File: src/rtl/coherence_arbiter_n_if.sv
// Core-side request/response bundle and RAM-side port for coherence_arbiter_n.
// Pure wiring, no latency.
// The slave modport is the arbiter; the master modport is the cores plus RAM.
interface coherence_arbiter_n_if #(
  parameter int CPUS   = 4,
  parameter int WORD_W = 32
);
  logic [CPUS-1:0]             iREN, dREN, dWEN, ccwrite, cctrans;
  logic [CPUS-1:0][WORD_W-1:0] iaddr, daddr, dstore;
  logic [CPUS-1:0]             iwait, dwait, ccwait, ccinv;
  logic [CPUS-1:0][WORD_W-1:0] iload, dload, ccsnoopaddr;
  logic                        ramREN, ramWEN;
  logic [WORD_W-1:0]           ramaddr, ramstore, ramload;
  logic [1:0]                  ramstate;

  modport slave (
    input  iREN, dREN, dWEN, ccwrite, cctrans, iaddr, daddr, dstore, ramload, ramstate,
    output iwait, dwait, ccwait, ccinv, iload, dload, ccsnoopaddr,
           ramREN, ramWEN, ramaddr, ramstore
  );

  modport master (
    output iREN, dREN, dWEN, ccwrite, cctrans, iaddr, daddr, dstore, ramload, ramstate,
    input  iwait, dwait, ccwait, ccinv, iload, dload, ccsnoopaddr,
           ramREN, ramWEN, ramaddr, ramstore
  );
endinterface

File: src/rtl/coherence_arbiter_n.sv
// Snooping coherence arbiter: one winner per transaction, icache/dcache -> single RAM.
// Latency: IDLE + 1 state cycle for RAMWR/IREAD, + SNOOP cycle(s) for dREN; completes on ACCESS.
// Backpressure: holds state/strobes until ramstate==ACCESS; losers wait at request level. Macro RR_ARB_EN selects round-robin arbitration.
module coherence_arbiter_n #(
  parameter int CPUS   = 4,
  parameter int WORD_W = 32
) (
  input  logic                 CLK,
  input  logic                 RST,
  coherence_arbiter_n_if.slave bus
);
  localparam int         IW         = $clog2(CPUS);
  localparam logic [1:0] RAM_ACCESS = 2'd2;

  typedef enum logic [2:0] {S_IDLE, S_SNOOP, S_C2C, S_RAMRD, S_RAMWR, S_IREAD} state_t;

  state_t          r_state, w_state_nxt;
  logic [IW-1:0]   r_winner, w_winner_nxt;
  logic [IW-1:0]   r_supplier, w_supplier_nxt;
  logic [IW-1:0]   w_dwin, w_iwin, w_dirty_idx;
  logic [CPUS-1:0] w_dreq, w_onehot, w_others;
  logic            w_held, w_done;

`ifdef RR_ARB_EN
  logic [IW-1:0]   r_dptr, w_dptr_nxt, r_iptr, w_iptr_nxt;

  // Index base+k folded back into 0..CPUS-1
  function automatic logic [IW-1:0] wrap_idx(input logic [IW-1:0] base, input int k);
    int s;
    s = int'(base) + k;
    if (s >= CPUS) s = s - CPUS;
    return IW'(s);
  endfunction

  // Successor of a core index, CPUS-1 wraps to 0
  function automatic logic [IW-1:0] inc_wrap(input logic [IW-1:0] v);
    if (v == IW'(CPUS - 1)) return '0;
    return v + IW'(1);
  endfunction
`endif

  // Per-class winner: round-robin from the pointer, or lowest index
  always_comb begin
    w_dreq = bus.dREN | bus.dWEN;
    w_dwin = '0;
    w_iwin = '0;
    for (int k = CPUS - 1; k >= 0; k--) begin
`ifdef RR_ARB_EN
      if (w_dreq[wrap_idx(r_dptr, k)])   w_dwin = wrap_idx(r_dptr, k);
      if (bus.iREN[wrap_idx(r_iptr, k)]) w_iwin = wrap_idx(r_iptr, k);
`else
      if (w_dreq[k])   w_dwin = IW'(k);
      if (bus.iREN[k]) w_iwin = IW'(k);
`endif
    end
  end

  // Non-winner mask, lowest dirty snooper, and whether the winner still wants service
  always_comb begin
    w_onehot           = '0;
    w_onehot[r_winner] = 1'b1;
    w_others           = ~w_onehot;
    w_dirty_idx        = '0;
    for (int k = CPUS - 1; k >= 0; k--) begin
      if (bus.ccwrite[k] && w_others[k]) w_dirty_idx = IW'(k);
    end
    case (r_state)
      S_RAMWR: w_held = bus.dWEN[r_winner];
      S_IREAD: w_held = bus.iREN[r_winner];
      default: w_held = bus.dREN[r_winner];
    endcase
    w_done = w_held && (bus.ramstate == RAM_ACCESS) &&
             (r_state inside {S_C2C, S_RAMRD, S_RAMWR, S_IREAD});
  end

  // State, winner, supplier and pointer registers
  always_ff @(posedge CLK) begin
    if (RST) begin
      r_state    <= S_IDLE;
      r_winner   <= '0;
      r_supplier <= '0;
`ifdef RR_ARB_EN
      r_dptr     <= '0;
      r_iptr     <= '0;
`endif
    end else begin
      r_state    <= w_state_nxt;
      r_winner   <= w_winner_nxt;
      r_supplier <= w_supplier_nxt;
`ifdef RR_ARB_EN
      r_dptr     <= w_dptr_nxt;
      r_iptr     <= w_iptr_nxt;
`endif
    end
  end

  // Next-state: arbitrate in IDLE, resolve snoop, finish on ACCESS, abort on drop
  always_comb begin
    w_state_nxt    = r_state;
    w_winner_nxt   = r_winner;
    w_supplier_nxt = r_supplier;
`ifdef RR_ARB_EN
    w_dptr_nxt     = r_dptr;
    w_iptr_nxt     = r_iptr;
`endif
    case (r_state)
      S_IDLE: begin
        if (|w_dreq) begin
          w_winner_nxt = w_dwin;
          w_state_nxt  = bus.dWEN[w_dwin] ? S_RAMWR : S_SNOOP;
        end else if (|bus.iREN) begin
          w_winner_nxt = w_iwin;
          w_state_nxt  = S_IREAD;
        end
      end
      S_SNOOP: begin
        if (!w_held) begin
          w_state_nxt = S_IDLE;
        end else if (!(|(bus.cctrans & w_others))) begin
          if (|(bus.ccwrite & w_others)) begin
            w_state_nxt    = S_C2C;
            w_supplier_nxt = w_dirty_idx;
          end else begin
            w_state_nxt = S_RAMRD;
          end
        end
      end
      default: begin
        if (!w_held) begin
          w_state_nxt = S_IDLE;
        end else if (w_done) begin
          w_state_nxt = S_IDLE;
`ifdef RR_ARB_EN
          if (r_state == S_IREAD) w_iptr_nxt = inc_wrap(r_winner);
          else                    w_dptr_nxt = inc_wrap(r_winner);
`endif
        end
      end
    endcase
  end

  // Output decode: strobes, waits and data steering from state, winner and ramstate
  always_comb begin
    bus.iwait       = '1;
    bus.dwait       = '1;
    bus.ccwait      = '0;
    bus.ccinv       = '0;
    bus.iload       = '0;
    bus.dload       = '0;
    bus.ccsnoopaddr = '0;
    bus.ramREN      = 1'b0;
    bus.ramWEN      = 1'b0;
    bus.ramaddr     = '0;
    bus.ramstore    = '0;
    case (r_state)
      S_SNOOP: begin
        bus.ccwait = w_others;
        bus.ccinv  = w_others & {CPUS{bus.ccwrite[r_winner]}};
        for (int k = 0; k < CPUS; k++) begin
          if (w_others[k]) bus.ccsnoopaddr[k] = bus.daddr[r_winner];
        end
      end
      S_C2C: begin
        bus.ccwait          = w_others;
        bus.ramWEN          = 1'b1;
        bus.ramaddr         = bus.daddr[r_winner];
        bus.ramstore        = bus.dstore[r_supplier];
        bus.dload[r_winner] = bus.dstore[r_supplier];
        if (w_done) bus.dwait[r_winner] = 1'b0;
      end
      S_RAMRD: begin
        bus.ramREN          = 1'b1;
        bus.ramaddr         = bus.daddr[r_winner];
        bus.dload[r_winner] = bus.ramload;
        if (w_done) bus.dwait[r_winner] = 1'b0;
      end
      S_RAMWR: begin
        bus.ramWEN   = 1'b1;
        bus.ramaddr  = bus.daddr[r_winner];
        bus.ramstore = bus.dstore[r_winner];
        if (w_done) bus.dwait[r_winner] = 1'b0;
      end
      S_IREAD: begin
        bus.ramREN          = 1'b1;
        bus.ramaddr         = bus.iaddr[r_winner];
        bus.iload[r_winner] = bus.ramload;
        if (w_done) bus.iwait[r_winner] = 1'b0;
      end
      default: ;
    endcase
  end
endmodule

File: src/flat_wrapper.sv
// flat-port wrapper written by rule: the top's interface ports become plain ports
module coherence_arbiter_n_flat 
#(
  parameter int CPUS   = 4,
  parameter int WORD_W = 32
)
  (CLK, RST, bus_iREN, bus_dREN, bus_dWEN, bus_ccwrite, bus_cctrans, bus_iaddr, bus_daddr, bus_dstore, bus_ramload, bus_ramstate, bus_iwait, bus_dwait, bus_ccwait, bus_ccinv, bus_iload, bus_dload, bus_ccsnoopaddr, bus_ramREN, bus_ramWEN, bus_ramaddr, bus_ramstore);
  coherence_arbiter_n_if #(.CPUS(CPUS), .WORD_W(WORD_W)) bus_i ();
  input  logic CLK;
  input  logic RST;
  input wire logic [$bits(bus_i.iREN)-1:0] bus_iREN;
  input wire logic [$bits(bus_i.dREN)-1:0] bus_dREN;
  input wire logic [$bits(bus_i.dWEN)-1:0] bus_dWEN;
  input wire logic [$bits(bus_i.ccwrite)-1:0] bus_ccwrite;
  input wire logic [$bits(bus_i.cctrans)-1:0] bus_cctrans;
  input wire logic [$bits(bus_i.iaddr)-1:0] bus_iaddr;
  input wire logic [$bits(bus_i.daddr)-1:0] bus_daddr;
  input wire logic [$bits(bus_i.dstore)-1:0] bus_dstore;
  input wire logic [$bits(bus_i.ramload)-1:0] bus_ramload;
  input wire logic [$bits(bus_i.ramstate)-1:0] bus_ramstate;
  output wire logic [$bits(bus_i.iwait)-1:0] bus_iwait;
  output wire logic [$bits(bus_i.dwait)-1:0] bus_dwait;
  output wire logic [$bits(bus_i.ccwait)-1:0] bus_ccwait;
  output wire logic [$bits(bus_i.ccinv)-1:0] bus_ccinv;
  output wire logic [$bits(bus_i.iload)-1:0] bus_iload;
  output wire logic [$bits(bus_i.dload)-1:0] bus_dload;
  output wire logic [$bits(bus_i.ccsnoopaddr)-1:0] bus_ccsnoopaddr;
  output wire logic [$bits(bus_i.ramREN)-1:0] bus_ramREN;
  output wire logic [$bits(bus_i.ramWEN)-1:0] bus_ramWEN;
  output wire logic [$bits(bus_i.ramaddr)-1:0] bus_ramaddr;
  output wire logic [$bits(bus_i.ramstore)-1:0] bus_ramstore;
  assign bus_i.iREN = bus_iREN;
  assign bus_i.dREN = bus_dREN;
  assign bus_i.dWEN = bus_dWEN;
  assign bus_i.ccwrite = bus_ccwrite;
  assign bus_i.cctrans = bus_cctrans;
  assign bus_i.iaddr = bus_iaddr;
  assign bus_i.daddr = bus_daddr;
  assign bus_i.dstore = bus_dstore;
  assign bus_i.ramload = bus_ramload;
  assign bus_i.ramstate = bus_ramstate;
  assign bus_iwait = bus_i.iwait;
  assign bus_dwait = bus_i.dwait;
  assign bus_ccwait = bus_i.ccwait;
  assign bus_ccinv = bus_i.ccinv;
  assign bus_iload = bus_i.iload;
  assign bus_dload = bus_i.dload;
  assign bus_ccsnoopaddr = bus_i.ccsnoopaddr;
  assign bus_ramREN = bus_i.ramREN;
  assign bus_ramWEN = bus_i.ramWEN;
  assign bus_ramaddr = bus_i.ramaddr;
  assign bus_ramstore = bus_i.ramstore;
  coherence_arbiter_n #(.CPUS(CPUS), .WORD_W(WORD_W)) u_core (.CLK(CLK), .RST(RST), .bus(bus_i));
endmodule
File: config.mk
export PLATFORM = sky130hd
export DESIGN_NAME = coherence_arbiter_n_flat
export DESIGN_NICKNAME = d
export VERILOG_FILES = /design/src/rtl/coherence_arbiter_n_if.sv /design/src/rtl/coherence_arbiter_n.sv /design/src/flat_wrapper.sv
export SDC_FILE = /design/constraint.sdc
export NUM_CORES = 1
export LEC_CHECK = 0
export CORE_AREA = 2 2 353 355
export DETAILED_ROUTE_END_ITERATION = 12
export DIE_AREA = 0 0 355 357
export GPL_TIMING_DRIVEN = 0
export MAX_ROUTING_LAYER = met4
export SKIP_LAST_GASP = 1
export SYNTH_ARGS = -nofsm -noshare
export SYNTH_HDL_FRONTEND = slang
export SYNTH_SLANG_ARGS = --single-unit
File: constraint.sdc
create_clock -name CLK -period 2.6 [get_ports CLK]
set_input_delay 0.39 -clock CLK [delete_from_list [all_inputs] [get_ports CLK]]
set_output_delay 0.39 -clock CLK [all_outputs]
set_load 0.005 [all_outputs]
==> results of run 1 <==
timing repair:
item,CTS,global route
pin swaps,46,44
setup buffers,167,117
resized for setup,989,502
endpoints found under the setup margin,466,314
cloned,17,3
layout by cell type (no fill, tap or decap), types with 15 or more instances in the layout:
cell type,netlist,layout
clkdlybuf4s15_1,0,36
clkdlybuf4s50_1,0,465
a31o_4,0,15
clkbuf_16,0,23
inv_1,37,33
diode_2,0,23
and2_1,130,127
clkbuf_2,0,82
buf_4,14,193
mux2_2,18,15
a211oi_2,0,17
o22ai_1,33,27
nor2_2,0,19
buf_16,0,22
a21oi_4,0,27
a21oi_1,26,19
nor2_1,247,214
mux4_2,98,99
or3b_1,17,17
buf_6,11,70
dlygate4sd2_1,0,164
buf_2,29,30
dlymetal6s2s_1,0,114
nor2b_4,0,30
nand2_1,54,39
buf_12,0,59
nor2b_1,55,19
a21o_1,32,29
flip-flops by register name, indices dropped and copies added, names as in the netlist:
signal             cells
u_core.r_state         3
u_core.r_winner        2
u_core.r_supplier      2
stage by stage:
stage               cells  power (mW)  cell area [sq um]  hold WS (ps)
floorplan            1052        1.79               7800           588
global placement     3593        4.63              18900           616
detailed placement   3597        4.66              19000           628
CTS                  3780        6.01              22700           529
global route         3897        6.63              24200           606
finish               3903        6.30              24200           550
layer usage:
metal,vias up,GRT usage (%),share of wire [%]
li1,6163,-,-
met1,6955,20.2,41
met2,861,28.2,49
met3,184,2.97,6.8
met4,0,5.06,4.0
met5,-,-,0
cell families (layout without fill, tap and decap cells):
kind of cell / Yosys count / in the layout
AOI/OAI and AO/OA: 207 / 207
DFF: 7 / 7
other: 0 / 23
adders and majority gates: 1 / 1
buffers and inverters: 146 / 1337
muxes: 138 / 138
and+or+nand+nor: 553 / 553
cell type report:
type,count,area (sq um)
plain buffers,98,1540
fillers,13600,98800
flip-flops and latches,7,154
inverters,37,141
multi-input cells,899,8300
well taps,1637,2050
repair buffers,1198,11900
clock buffers,4,78.8
diodes,23,57.6
worst paths after layout:
kind                               end  cells after the start  slack (ps)          startpoint
setup reg to reg  u_core.r_supplier[0]                      9         440  u_core.r_winner[1]
setup / recovery       bus_ramaddr[25]                     11         -90  u_core.r_winner[1]
hold / removal      u_core.r_winner[0]                      2         550                 RST
hold reg to reg      u_core.r_state[0]                      3         640   u_core.r_state[0]
worst max-delay path: cells and delay by family (launching register included):
kind | cells | cell delay (ps)
flops | 1 | 340
compound gates | 2 | 380
buf+inv | 8 | 1140
mux | 1 | 140
Yosys cell counts, drive strengths merged, types with 2 or more instances:
cell and instances:
nor2 247, mux2i 21, nand3 5, or3b 17
nand2 54, buf 62, nor2b 55, nor3 4
nand3b 3, o22ai 33, and2 130, mux4 99
a32oi 2, nor3b 3, a211oi 33, nor4 3
a31o 16, o21ai 7, mux2 18, a31oi 3
clkbuf 47, a21o 32, a21oi 57, dfxtp 7
o21a 17, inv 37, nand2b 27
power by group through the flow:
stage / clock [mW] / combinational (mW) / sequential, mW
2_1_floorplan: 0 / 1.67 / 0.125
3_3_place_gp: 0 / 4.50 / 0.127
3_5_place_dp: 0 / 4.53 / 0.128
4_1_cts: 0.270 / 5.61 / 0.126
5_1_grt: 0.281 / 6.22 / 0.126
6_report: 0.273 / 5.90 / 0.126
==> summary.md, run 1 <==
| Metric | Value |
|---|---|
| Outcome | complete, but fails checks |
| Failing checks | negative setup slack |
| DIE WIDTH | roughly 360 um |
| Final setup viols | 25 |
| RSZ-0062 raised after global routing | yes |
| Ys async rst share | 0% |
| Library cells used by synthesis | 50 |
| Final worst slack | -87.2 ps |
| Clock sink total | 7 |
| Avg Synthesized Cell Area | 7.42 sq um |
| Post-synth EDFFs | 0 |
| Comb pwr share | 93.7% |
| Hpwl dp | 89,700 um |
| Vias in the first global route | 14,000 |
| CTS root buf | clkbuf_16 |
| Yosys reg bits | 7 |
| Number of core rows | 129 |
| Deepest level of the CTS H-tree | 1 |
| P&R area growth vs syn | 211% |
| Post-synthesis sequential area ratio | 1.80% |
| Max Slew Vio Count | 0 |
| Simple-gate share of the synthesized area | 35.6% |
| Hold Buf Count CTS | 0 |
| Required time of the critical path | between 2000 and 2500 ps |
| Worst hold path type | input pin to register |
| Finished Core Util | between 10% and 20% |
| DR vias | 14,200 |
| Slew @ Worst Pin | 693 ps |
| Hold Vio Cnt, Final | 0 |
| Count of maximum capacitance violations | 0 |
| Post-Syn Nets | 1,492 |
| Final TNS setup | -649 ps |
| Post-route clock period utilization | 103% |
| Port-buffer cells | 904 |
| Routed WL per cell | approximately 28 um |
| Peak supply drop | 0.176 mV |
| Via-per-instance ratio | 3.63 |
| Largest family of logic cells by synthesized area | simple AND/OR/NAND/NOR gates |
| Final ANT Viol Nets | 0 |
| Initial antenna violation count | 45 |
| Num ports | 906 |
| CP arrival | 2300 ps |
| Nets | 2,684 |
| Pre-CTS WS | -1920 ps |
| Synth warn | 0 |
| Share of layout cells above drive strength 1 | about two fifths |
| Yosys top cell by area | mux4_2 |
| Max Clk Rate | 372 MHz |
| Pre-antenna DRT Iters | 5 |
| First-pass GRT wire length | 137,000 um |
| Compound-gate portion of the synthesized area | 19.3% |
| Initial Util | about 6.3% |
| Sequential share of power | 2.0% |
| Clk_skew | about 3.0 ps |
| Critical path's largest stage delay | 340 ps |
| Largest net degree at the start of global routing | 11 |
| Core area | 0.123 sq mm |
| Synth top area cells | mux4_2 28%, nor2_1 12%, and2_1 10% |
| Die span in y | approximately 360 um |
| Clk pwr share | 4.3% |
| Critical Path Most Common Cell | buf_16 |
| Critical path launch point type | register |
| Die area | 0.127 sq mm |
| GRT overflow | 0 |
| Setup CP Type | register to output port |
| DRC viols | 0 |
| Power per cell area | 260 mW/mm^2 |
| Pleak | 11.9 nW |
| Top-area cell type share of the netlist area | between 20% and 30% |
| Clk slew on worst S/H paths | roughly 40 ps |
| Sw frac | a little under half |
| Synth Area in XOR/XNOR | 0% |
| RePlAce Congestion | 0.915 |
| Later-pin clock latency in the skew report | between 200 and 250 ps |
| Max_slew headroom | 53.7% |
| Sw Pwr | 2.98 mW |
| Crit-path max FO | 7 |
| Minimum clock period | 2690 ps |
| Drt initial violations | 1,042 |
| Post-synthesis instance area | 0.00780 sq mm |
| Cts bufs inserted | 3 |
| Worst path slowest cell | dfxtp_4 |
| GRT Total Usage | 16.7% |
| Critical-path cell list | buf_12 -> buf_16 -> buf_16 -> buf_16 -> buf_4 -> buf_6 -> mux2i_2 -> o21a_4 -> buf_12 -> o22ai_4 -> buf_2 |
| WL final | 111,000 um |
| Portion of netlist area occupied by mux cells | 33.9% |
| Synth Area in Adders | 0.128% |
| Worst setup EP type | output port |
| Dominant synthesized flop cell | dfxtp_1 |
| Max clock buf depth | 2 |
| Cells after Synth | 1,052 |
| CTS tree | done |
| Int Pwr | 3.32 mW |
Note: power is estimated with default switching activity, not from simulation.
==> run 2: changes to the inputs <==
--- a/config.mk
+++ b/config.mk
@@ -5,9 +5,9 @@
 export SDC_FILE = /design/constraint.sdc
 export NUM_CORES = 1
 export LEC_CHECK = 0
-export CORE_AREA = 2 2 353 355
+export CORE_AREA = 2 2 356 358
 export DETAILED_ROUTE_END_ITERATION = 12
-export DIE_AREA = 0 0 355 357
+export DIE_AREA = 0 0 358 360
 export GPL_TIMING_DRIVEN = 0
 export MAX_ROUTING_LAYER = met4
 export SKIP_LAST_GASP = 1
==> constraint.sdc (replaced) <==
create_clock -name CLK -period 2.4 [get_ports CLK]
set_input_delay 0.36 -clock CLK [delete_from_list [all_inputs] [get_ports CLK]]
set_output_delay 0.36 -clock CLK [all_outputs]
set_load 0.005 [all_outputs]
==> run 2 against run 1 <==
Net effect:
- the run still ends with negative setup slack left
- critical path type unchanged
- via count grew 3.1%
- largest power group unchanged
- critical endpoint is now bus_dload[12]
- die area grew 1.7%
- power grew 22%
==> summary.md, run 2 (synthesis results as in run 1) <==
| Metric | Value |
|---|---|
| Commonest non-fill, non-tap cell in the layout | clkdlybuf4s50_1 |
| Via-per-instance ratio | 3.63 (about the same) |
| Reg2reg end | u_core.r_state[0] |
| Max Clk Rate | 368 MHz |
| Max reg flops | 3 (unchanged) |
| Worst setup EP type | output port |
| Die span in y | 360 um (+0.84%) |
| Num ports | 906 (unchanged) |
| Largest regs | u_core.r_state x3, u_core.r_supplier x2, u_core.r_winner x2 |
| CTS root buf | clkbuf_16 |
| Final TNS setup | -37,930 ps (-37,280 ps) |
| Biggest register | u_core.r_state |
| Multi-input gate area | 0.00887 sq mm (+6.9%) |
| Finished Core Util | 20.8% (+1.1 points) |
| Max_slew headroom | 56.6% (+2.9 points) |
| Clk slew on worst S/H paths | 40 ps (about the same) |
| DR vias | 14,600 (+3.1%) |
| Clock sink total | 7 (unchanged) |
| Port-buffer cells | 904 (unchanged) |
| Critical path launch point type | register |
| Setup CP Type | register to output port |
| Register area | 154 sq um (unchanged) |
| Minimum clock period | 2720 ps |
| Count of maximum capacitance violations | 0 (unchanged) |
| Slew @ Worst Pin | 649 ps (-43.5 ps) |
| Startpoint of the worst hold path | RST |
| Hold EP | u_core.r_winner[0] |
| Max clock buf depth | 2 (unchanged) |
| RePlAce Congestion | 0.966 (+5.6%) |
| Hold Vio Cnt, Final | 0 (unchanged) |
| Worst hold path type | input pin to register |
| Pleak | 13.2 nW (+11%) |
| Initial Util | 6.24% (-0.098 points) |
| Cts bufs inserted | 3 (unchanged) |
| Peak supply drop | 0.261 mV (+48%) |
| Reg2Reg Setup Slack | 380 ps (-60 ps) |
| CTS tree | done |
| Most frequent cells in the layout | 444 x clkdlybuf4s50_1, 181 x buf_4, 178 x dlymetal6s2s_1 |
| Later-pin clock latency in the skew report | 240 ps (about the same) |
| Post-route clock period utilization | 113% |
| P&R area growth vs syn | 233% |
| Hold path depth | 2 (unchanged) |
| Initial antenna violation count | 45 (unchanged) |
| Final setup viols | 310 (+1100%) |
| FF-to-FF Start | u_core.r_winner[1] |
| GRT overflow | 0 (unchanged) |
| Nets | 2,779 (+3.5%) |
| Power per cell area | 295 mW/mm^2 (+14%) |
| Final worst slack | -318 ps (-230 ps) |
| Number of core rows | 130 (+0.78%) |
| Max Slew Vio Count | 0 (unchanged) |
| CP arrival | 2360 ps (+60 ps) |
| Die area | 0.129 sq mm (+1.7%) |
| Vias in the first global route | 13,900 (-0.95%) |
| Largest net degree at the start of global routing | 11 (unchanged) |
| Routed WL per cell | 30.0 um (+5.5%) |
| Outcome | complete, but fails checks |
| WL final | 121,000 um (+8.8%) |
| Share of layout cells above drive strength 1 | 50.3% (+12 points) |
| RSZ-0062 raised after global routing | yes |
| DRC viols | 0 (unchanged) |
| Failing checks | negative setup slack |
| Crit-path max FO | 8 (+1) |
| Filler cell count | 13,700 (+0.60%) |
| Drt initial violations | 809 (-22%) |
| DIE WIDTH | 358 um (+0.85%) |
| Clk_skew | 1.28 ps (-1.75 ps) |
| Final ANT Viol Nets | 0 (unchanged) |
| First-pass GRT wire length | 143,000 um (+4.6%) |
| Hpwl dp | 96,200 um (+7.2%) |
| Pre-antenna DRT Iters | 5 (unchanged) |
| R2r worst-path depth | 8 (-1) |
| Required time of the critical path | 2040 ps (-170 ps) |
| Deepest level of the CTS H-tree | 1 (unchanged) |
| Core area | 0.125 sq mm (+1.6%) |
| Hold Buf Count CTS | 0 (unchanged) |
| GRT Total Usage | 17.5% (+0.80 points) |
run 2: changes by cell type in the layout (fill, tap and decap cells not counted), sizes merged:
cell / before / now
clkdlybuf4s50: 465 / 444
buf: 389 / 591
clkdlybuf4s15: 38 / 13
clkbuf: 129 / 149
clkdlybuf4s18: 1 / 0
dlygate4sd2: 164 / 18
dlymetal6s2s: 114 / 178
diode: 23 / 35
bufbuf: 0 / 2
run 2: critical path: stages, from the launching register on:
cell and delay [ps]:
dfxtp_2 330, buf_12 200, buf_16 150, mux4_2 490, nor2b_4 180, a21oi_4 210, nor2_1 80, clkdlybuf4s50_1 450
run 2: through the flow:
step	setup WS (ps)	hold WS (ps)	instance area, sq um	total power [mW]	cells
after floorplan	499	588	7800	1.94	1052
after global placement	-2460	618	18900	5.00	3606
after detailed placement	-1700	625	19000	5.01	3609
after CTS	-410	496	22700	6.76	3765
after global routing	-362	546	26000	8.03	4016
final	-318	509	26000	7.67	4023
run 2: timing repair:
| action | CTS | global route |
|---|---|---|
| hold endpoints to repair | 0 | 0 |
| resized for setup | 974 | 1097 |
| gates cloned | 20 | 10 |
| setup endpoints to repair | 467 | 455 |
| pin swaps | 69 | 115 |
| buffers inserted | 134 | 232 |
run 2: layout make-up:
cell class / instances / share of cell area, %
tap: 1650 / 7.94
clock buffer: 4 / 0.303
sequential: 7 / 0.592
timing repair buffer: 1287 / 49.7
antenna: 35 / 0.337
multi-input combinational: 899 / 34.1
inverter: 37 / 0.534
buffer: 104 / 6.50
run 2: worst max path at each step:
| stage | from | to | slack (ps) | depth (start not counted) |
|---|---|---|---|---|
| finish | u_core.r_supplier[0] | bus_dload[12] | -320 | 7 |
| global route | u_core.r_supplier[0] | bus_dload[91] | -360 | 9 |
| CTS | u_core.r_supplier[0] | bus_dload[36] | -410 | 7 |
| detailed placement | u_core.r_winner[0] | bus_dload[49] | -1700 | 7 |
| global placement | u_core.r_state[0] | bus_iload[71] | -2460 | 7 |
| floorplan | u_core.r_supplier[0] | bus_dload[10] | 500 | 6 |
run 2: per-layer routing:
metal,up-vias,part of all wire (%),global-route usage (%)
li1,6384,-,-
met4,0,3.3,4.45
met3,158,7.0,3.33
met2,810,48,29.3
met1,7244,42,21.4
met5,-,0,-
run 2: where the power goes:
group / switching (mW) / leakage (nW) / total (mW) / internal, mW
Sequential: 0.0121 / 0.0603 / 0.141 / 0.129
Clock: 0.0701 / 0.0384 / 0.292 / 0.222
Combinational: 3.44 / 13.1 / 7.24 / 3.80
Total: 3.52 / 13.2 / 7.67 / 4.15
==> run 3: changes to the inputs <==
--- a/config.mk
+++ b/config.mk
@@ -8,6 +8,7 @@
 export CORE_AREA = 2 2 356 358
 export DETAILED_ROUTE_END_ITERATION = 12
 export DIE_AREA = 0 0 358 360
+export GPL_ROUTABILITY_DRIVEN = 0
 export GPL_TIMING_DRIVEN = 0
 export MAX_ROUTING_LAYER = met4
 export SKIP_LAST_GASP = 1
==> run 3 against run 2 <==
Net effect:
- the run still ends with negative setup slack left
- clock skew grew 3.0 ps
- flip-flop and latch count is the same
- maximum frequency grew 0.11%
- combinational power is 3% higher
- power is 2.4% higher
- clock power hardly changed
- via count increased by 2.3%
==> summary.md, run 3 (synthesis results as in run 1) <==
| Metric | Value |
|---|---|
| Max reg flops | 3 (unchanged) |
| Critical-path cell list | buf_12 -> buf_16 -> buf_6 -> clkbuf_16 -> nand2b_4 -> a31o_4 -> o22ai_1 -> clkdlybuf4s50_1 |
| Required time of the critical path | 2040 ps (about the same) |
| Routed WL per cell | 30.5 um (+1.5%) |
| Most frequent cells in the layout | 439 x clkdlybuf4s50_1, 184 x buf_6, 174 x nor2_1 |
| Hold Vio Cnt, Final | 0 (unchanged) |
| Nets | 2,798 (+0.68%) |
| Max clock buf depth | 2 (unchanged) |
| Outcome | complete, but fails checks |
| GRT overflow | 0 (unchanged) |
| Finished Core Util | 21.2% (+0.40 points) |
| Clk_skew | 4.28 ps (+3.00 ps) |
| Die span in y | 360 um (unchanged) |
| Post-route clock period utilization | 113% (-0.13 points) |
| Peak supply drop | 0.261 mV (about the same) |
| Via-per-instance ratio | 3.69 (+1.6%) |
| Sw frac | 45.9% (-0.065 points) |
| Num ports | 906 (unchanged) |
| Share of layout cells above drive strength 1 | 52.5% (+2.1 points) |
| GRT Total Usage | 18.1% (+0.59 points) |
| Hold_ws | 508 ps (-1.32 ps) |
| Sequential share of power | 1.7% (about the same) |
| Largest net degree at the start of global routing | 11 (unchanged) |
| Pre-CTS WS | -1660 ps (+39.9 ps) |
| Clk slew on worst S/H paths | 40 ps (about the same) |
| Max_slew headroom | 51.9% (-4.7 points) |
| WL final | 123,000 um (+2.2%) |
| Initial antenna violation count | 52 (+16%) |
| Vias in the first global route | 14,300 (+2.9%) |
| Clock sink total | 7 (unchanged) |
| Biggest register | u_core.r_state |
| Count of maximum capacitance violations | 0 (unchanged) |
| Comb pwr share | 94.6% (+0.2 points) |
| Crit-path max FO | 10 (+2) |
| First-pass GRT wire length | 147,000 um (+3.1%) |
| CTS tree | done |
| RSZ-0062 raised after global routing | yes |
| Worst path slowest cell | clkdlybuf4s50_1 |
| Die area | 0.129 sq mm (unchanged) |
| Int Pwr | 4.25 mW (+2.5%) |
| Critical path's largest stage delay | 540 ps (+50 ps) |
| Final setup viols | 305 (-1.6%) |
| Clk pwr share | 3.7% (about the same) |
| Largest regs | u_core.r_state x3, u_core.r_supplier x2, u_core.r_winner x2 |
| CTS root buf | clkbuf_16 |
| Max Slew Vio Count | 0 (unchanged) |
| Hpwl dp | 95,300 um (-0.84%) |
| Slew @ Worst Pin | 720 ps (+70.9 ps) |
| Drt initial violations | 941 (+16%) |
| P&R area growth vs syn | 240% |
| Later-pin clock latency in the skew report | 240 ps (about the same) |
| Final worst slack | -315 ps (+3.08 ps) |
| Core area | 0.125 sq mm (unchanged) |
| Final TNS setup | -37,720 ps (+211 ps) |
| Cts bufs inserted | 3 (unchanged) |
| Pre-antenna DRT Iters | 5 (unchanged) |
| DRC viols | 0 (unchanged) |
| Sw Pwr | 3.60 mW (+2.3%) |
| Setup CP Type | register to output port |
| Pleak | 13.4 nW (+1.8%) |
| Minimum clock period | 2710 ps (-3.08 ps) |
| Filler cell count | 13,600 (-0.95%) |
| Max Clk Rate | 368 MHz (+0.11%) |
| DR vias | 14,900 (+2.3%) |
| Port-buffer cells | 904 (unchanged) |
| Commonest non-fill, non-tap cell in the layout | clkdlybuf4s50_1 |
| Worst hold path type | input pin to register |
| Worst setup EP type | output port |
| Number of core rows | 130 (unchanged) |
| DIE WIDTH | 358 um (unchanged) |
| CP arrival | 2350 ps (about the same) |
| Final ANT Viol Nets | 0 (unchanged) |
| Power per cell area | 296 mW/mm^2 (+0.49%) |
| Critical path launch point type | register |
| Failing checks | negative setup slack |
| Deepest level of the CTS H-tree | 1 (unchanged) |
| Initial Util | 6.24% (unchanged) |
[run 3: critical path, delay by kind of cell, from the launching register on]
kind / cells / cell delay [ps]
AO/OA/AOI/OAI: 2 / 450
buffers and inverters: 5 / 1140
flip-flops: 1 / 350
AND/OR/NAND/NOR: 1 / 150
[run 3: path summary, 6_finish.rpt]
kind,to,startpoint,cells after the start,slack [ps]
worst max register to register,u_core.r_supplier[0],u_core.r_winner[0],9,470
worst min register to register,u_core.r_state[1],u_core.r_state[1],3,670
worst max-delay path,bus_ramaddr[29],u_core.r_winner[1],8,-310
worst min-delay path,u_core.r_winner[0],RST,2,510
[run 3: power by group through the flow]
stage                     Combinational (mW)  Sequential, mW  Clock [mW]
after floorplan                         1.80           0.136           0
after global placement                  4.85           0.138           0
after detailed placement                4.87           0.138           0
after CTS                               6.74           0.137       0.289
after global routing                    7.76           0.139       0.301
final                                   7.43           0.137       0.290
[run 3: metrics by stage]
stage / std cells / power, mW / cell area, sq um
2_1_floorplan: 1052 / 1.94 / 7800
3_3_place_gp: 3606 / 4.99 / 18900
3_5_place_dp: 3609 / 5.00 / 19000
4_1_cts: 3835 / 7.16 / 23700
5_1_grt: 4044 / 8.20 / 26500
6_report: 4049 / 7.86 / 26500
[run 3: area by class of cell]
cell class                      instances  area, sq um  share of cell area [%]
Buffer                                103         1720                    6.50
Timing Repair Buffer                 1307        13400                    50.4
Inverter                               37          141                   0.533
Multi-Input combinational cell        899         8870                    33.5
Tap cell                             1650         2060                    7.79
Clock buffer                            4         78.8                   0.297
Sequential cell                         7          160                   0.604
Antenna cell                           42          105                   0.397
[run 3: what timing repair did]
action                                  in CTS  in global routing
endpoints found under the hold margin        0                  0
setup buffers                              199                196
pin swaps                                   87                123
hold buffers                                 0                  0
resized for setup                         1286                982
gates cloned                                28                 10
endpoints found under the setup margin     467                462
[run 3: routing by layer]
metal  wire (um)  global-route usage [%]  share of wire (%)
met3       10400                    4.14                8.4
met5           0                       -                  0
met1       49300                    21.5                 40
met4        4360                    5.29                3.5
met2       59300                    30.3                 48
